## src/rtl/time_set_controller.sv

```systemverilog
// Time-of-day counter with button-driven hour/minute adjustment.
//
// Three operating modes cycle on btn_mode: RUN -> SET_H -> SET_M -> RUN.
// In RUN the once-per-second tick advances hh:mm:ss. In SET_H or SET_M
// time is frozen and btn_inc bumps the selected field. Every output is
// registered, so each response appears one cycle after its input.
//
// Ports:
//   clk        system clock, rising-edge active
//   reset      synchronous active-high reset
//   tick       one-cycle pulse, once per second
//   btn_mode   one-cycle pulse, advances the operating mode
//   btn_inc    one-cycle pulse, increments the field under adjustment
//   hours      current hours, 0..HOURS_MOD-1
//   minutes    current minutes, 0..59
//   seconds    current seconds, 0..59
//   mode       00 RUN, 01 SET_H, 10 SET_M
//   blink      display enable for the field under adjustment (1 in RUN)
//   day_pulse  one-cycle pulse when hours wraps to 0 in RUN
module time_set_controller #(
  parameter int unsigned HOURS_MOD = 24
) (
  input  logic       clk,
  input  logic       reset,
  input  logic       tick,
  input  logic       btn_mode,
  input  logic       btn_inc,
  output logic [4:0] hours,
  output logic [5:0] minutes,
  output logic [5:0] seconds,
  output logic [1:0] mode,
  output logic       blink,
  output logic       day_pulse
);

  localparam logic [4:0] HourMax = 5'(HOURS_MOD - 1);
  localparam logic [5:0] SixtyMax = 6'd59;

  typedef enum logic [1:0] {
    StRun  = 2'b00,
    StSetH = 2'b01,
    StSetM = 2'b10
  } state_e;

  state_e     state_q, state_d;
  logic [4:0] hours_q, hours_d;
  logic [5:0] minutes_q, minutes_d;
  logic [5:0] seconds_q, seconds_d;
  logic       blink_q, blink_d;
  logic       day_pulse_q, day_pulse_d;

  always_comb begin
    state_d     = state_q;
    hours_d     = hours_q;
    minutes_d   = minutes_q;
    seconds_d   = seconds_q;
    blink_d     = blink_q;
    day_pulse_d = 1'b0;

    case (state_q)
      StRun: begin
        blink_d = 1'b1;
        // The tick is applied even when btn_mode leaves RUN in the same cycle.
        if (tick) begin
          if (seconds_q == SixtyMax) begin
            seconds_d = '0;
            if (minutes_q == SixtyMax) begin
              minutes_d = '0;
              if (hours_q == HourMax) begin
                hours_d     = '0;
                day_pulse_d = 1'b1;
              end else begin
                hours_d = hours_q + 5'd1;
              end
            end else begin
              minutes_d = minutes_q + 6'd1;
            end
          end else begin
            seconds_d = seconds_q + 6'd1;
          end
        end
        if (btn_mode) begin
          state_d = StSetH;
        end
      end

      StSetH: begin
        if (btn_mode) begin
          // Mode change wins over btn_inc; entering a SET state re-lights blink.
          state_d = StSetM;
          blink_d = 1'b1;
        end else begin
          if (btn_inc) begin
            hours_d = (hours_q == HourMax) ? '0 : hours_q + 5'd1;
          end
          if (tick) begin
            blink_d = ~blink_q;
          end
        end
      end

      StSetM: begin
        if (btn_mode) begin
          state_d   = StRun;
          blink_d   = 1'b1;
          seconds_d = '0;
        end else begin
          // Minutes wrap without carrying into hours.
          if (btn_inc) begin
            minutes_d = (minutes_q == SixtyMax) ? '0 : minutes_q + 6'd1;
          end
          if (tick) begin
            blink_d = ~blink_q;
          end
        end
      end

      default: begin
        state_d = StRun;
        blink_d = 1'b1;
      end
    endcase
  end

  always_ff @(posedge clk) begin
    if (reset) begin
      state_q     <= StRun;
      hours_q     <= '0;
      minutes_q   <= '0;
      seconds_q   <= '0;
      blink_q     <= 1'b1;
      day_pulse_q <= 1'b0;
    end else begin
      state_q     <= state_d;
      hours_q     <= hours_d;
      minutes_q   <= minutes_d;
      seconds_q   <= seconds_d;
      blink_q     <= blink_d;
      day_pulse_q <= day_pulse_d;
    end
  end

  assign hours     = hours_q;
  assign minutes   = minutes_q;
  assign seconds   = seconds_q;
  assign mode      = state_q;
  assign blink     = blink_q;
  assign day_pulse = day_pulse_q;

endmodule

```

## config.mk

```make
export PLATFORM = sky130hd
export DESIGN_NAME = time_set_controller
export DESIGN_NICKNAME = d
export VERILOG_FILES = /design/src/rtl/time_set_controller.sv
export SDC_FILE = /design/constraint.sdc
export NUM_CORES = 1
export LEC_CHECK = 0
export ABC_AREA = 1
export BUFFER_PORTS_ARGS = -buffer_cell sky130_fd_sc_hd__buf_2
export CORE_UTILIZATION = 30
export DETAILED_ROUTE_END_ITERATION = 16
export GPL_ROUTABILITY_DRIVEN = 0
export PLACE_DENSITY = 0.56
export REMOVE_ABC_BUFFERS = 1
export SETUP_SLACK_MARGIN = 0.5
export SYNTH_ARGS = -nofsm -noshare
export SYNTH_HDL_FRONTEND = slang
export SYNTH_SLANG_ARGS = --single-unit
```

## constraint.sdc

```tcl
create_clock -name clk -period 2.2 [get_ports clk]
set_input_delay 0.33 -clock clk [delete_from_list [all_inputs] [get_ports clk]]
set_output_delay 0.33 -clock clk [all_outputs]
set_load 0.005 [all_outputs]
```

==> impl_metrics.json <==
{
  "yosysTopAreaCellShare_pct": 34.8,
  "fp.dieH_um": 65.4,
  "synthMuxAreaShare_pct": 0,
  "grt.overflow.total": 0,
  "first_global_vias": 969,
  "timing.rr.end": "minutes[0]",
  "r2r_cells": 9,
  "grt_max_degree": 12,
  "drive_gt1_share_pct": 21.6,
  "viasPerCell": 4.62,
  "final.min_clock_period_ps": 1520,
  "cts_setup_buffers": 0,
  "rrSetupSlack_ps": 680,
  "io-pin-count": 26,
  "layout.nets": 213,
  "core-area_um2": 3770,
  "synth_commonest_cells": "42 x nand2_1, 23 x nor2_1, 21 x dfxtp_1",
  "crit_buf_inv": 2,
  "vias": 1141,
  "synth_compound_area_share_pct": 9.43,
  "drv_slew": 0,
  "synth_edf_count": 0,
  "synth_most_common_cell": "nand2_1",
  "hold_buffers": 0,
  "yosys-top-cells-area": "dfxtp_1 35%, nand2_1 13%, ha_1 8.3%",
  "hold_class": "input port to flip-flop",
  "synthAdderAreaFrac_pct": 8.29,
  "dpl_cell_area_um2": 1390,
  "relSlewSlack_pct": 79.4,
  "finalHoldViolations": 0,
  "cpMaxStageDelayCell": "dfxtp_2",
  "tns_ps": 0,
  "fp-row-count": 22,
  "dieWidth_um": 65.4,
  "totalWireLength_mm": 2.53,
  "tritoncts": "built",
  "drc": 0,
  "cp_num_cells": 9,
  "r2r_start": "mode[0]",
  "ys_types": 24,
  "stdcell_count": 247,
  "placed_cells": 243,
  "cp-endpoint": "minutes[0]",
  "critPathTopFamily": "simple AND/OR/NAND/NOR gates",
  "cp_max_fo": 7,
  "antennaDiodeCount": 0,
  "worst_pin_slew_ps": 309,
  "slowest_delay_ps": 360,
  "critPathLaunchType": "flip-flop",
  "async_flop_share_pct": 0,
  "arrival_ps": 1720,
  "outcome": "complete, no violations",
  "syn_area_um2": 1210,
  "avgSynthCellArea_um2": 7.02,
  "end_kind": "flip-flop",
  "dp.final_hpwl_mm": 1.91,
  "ctsResizeCount": 0,
  "max_freq_mhz": 657,
  "dieArea_um2": 4280,
  "initial_core_util_pct": 32.0,
  "setup_viol": 0,
  "clockBufferDepth": 2,
  "grt_setup_unrepaired": "false",
  "design_area_um2": 1430,
  "drt_iter0_markers": 65,
  "cts_htree_levels": 1,
  "cts_buffers": 3,
  "p_per_area_nw_per_um2": 743,
  "synth_xor_area_share_pct": 4.35,
  "postSynthCellCount": 172,
  "cap_viol_max_count": 0,
  "crit_chain": "inv_1 > ha_2 > inv_1 > nand2_1 > nand2_4 > nand2_4 > nor2_4 > nand3_1 > a21oi_1",
  "portBuffers": 25,
  "antenna_found_initial": 0,
  "post-synth-top-area-cell": "dfxtp_1",
  "synthFlopType": "dfxtp_1",
  "synth_top_family_by_area": "simple AND/OR/NAND/NOR gates",
  "ant_nets": 0,
  "area_growth_pct": 18.8,
  "ys_seq_area_share_pct": 34.8,
  "clock_latency_ps": 260,
  "required_ps": 2390,
  "vdd_ir_drop_max_v": 0.000403,
  "yosys_warnings": 0,
  "finClkSkew_ps": 2.54,
  "crit_start": "mode[0]",
  "clk_pin_slew_ps": 70,
  "fin_crit_sh_pct": 69.2,
  "wl_per_cell_um": 10.2,
  "synth-simple-area-share_pct": 37.1,
  "cts_sinks": 21,
  "clockRootBuffer": "clkbuf_8",
  "leakage_nw": 0.639,
  "ys_seq_elements": 21,
  "grt_usage_pct": 13.4,
  "critical_path_class": "flip-flop to flip-flop",
  "grt_pass1_wl_mm": 4.42,
  "drt-pass1-iter-count": 4
}
metrics by stage:
step / worst slack [ps] / total power [mW] / hold slack [ps] / utilization, %
after global placement: 620 / 0.823 / 491 / 36.7
after detailed placement: 559 / 0.824 / 490 / 36.7
final: 678 / 1.07 / 329 / 38.0
after global routing: 508 / 1.17 / 350 / 38.0
after CTS: 544 / 1.08 / 335 / 37.9
after floorplan: 712 / 0.725 / 399 / -
layout by cell type, fill, tap and decap left out, drive strengths merged:
cell and n:
a21oi 12, buf 25, clkbuf 4, clkinv 1, dfxtp 21, ha 8, inv 16, nand2 48
nand3 18, nand3b 1, nand4 4, nor2 25, nor3 1, nor4 1, o21ai 7, o21bai 1
xnor2 2, xor2 4
report_power, final:
group	switching [mW]	total, mW	internal [mW]
Combinational	0.214	0.346	0.133
Sequential	0.0460	0.469	0.423
Clock	0.122	0.251	0.129
Total	0.381	1.07	0.685
worst reg2reg max path, cell delays in order (launching register included):
cell     delay [ps]
dfxtp_2         360
inv_1            90
ha_2            230
inv_1           110
nand2_1         100
nand2_4         110
nand2_4          70
nor2_4          180
nand3_1          90
a21oi_1         120
area by class of cell:
cell class,instances,area [µm²]
Clock buffer,4,45.0
Fill cell,419,2340
Inverter,17,65.1
Multi-Input combinational cell,132,717
Sequential cell,21,422
Tap cell,48,60.1
Timing Repair Buffer,25,125
worst min-delay path by stage:
| stage | start | to | slack (ps) | cells after the start |
|---|---|---|---|---|
| after detailed placement | minutes[1] | minutes[1] | 490 | 2 |
| after global routing | btn_mode | blink | 350 | 3 |
| final | tick | blink | 330 | 3 |
| after CTS | tick | blink | 340 | 3 |
| after global placement | minutes[1] | minutes[1] | 490 | 2 |
| after floorplan | reset | hours[2] | 400 | 1 |
sequential cells by signal, indices dropped and copies added (netlist names):
register and cells:
minutes 6, seconds 6, hours 5, mode 2
blink 1, day_pulse 1
kinds of logic (layout without fill, tap and decap cells):
kind of cell | Yosys count | in the layout
compound gates | 20 | 20
flops | 21 | 21
buf+inv | 19 | 46
fa+ha+maj | 8 | 8
xor+xnor | 6 | 6
simple gates | 98 | 98
per-layer routing:
| metal | vias to the layer above | routed length (µm) | global-route usage, % |
|---|---|---|---|
| met5 | - | 0 | 0 |
| met4 | 0 | 32 | 5.71 |
| met3 | 4 | 96 | 2.26 |
| met2 | 20 | 1060 | 19.6 |
| met1 | 505 | 1340 | 19.2 |
| li1 | 612 | - | - |
No activity file was read; power rests on OpenSTA's default activity.
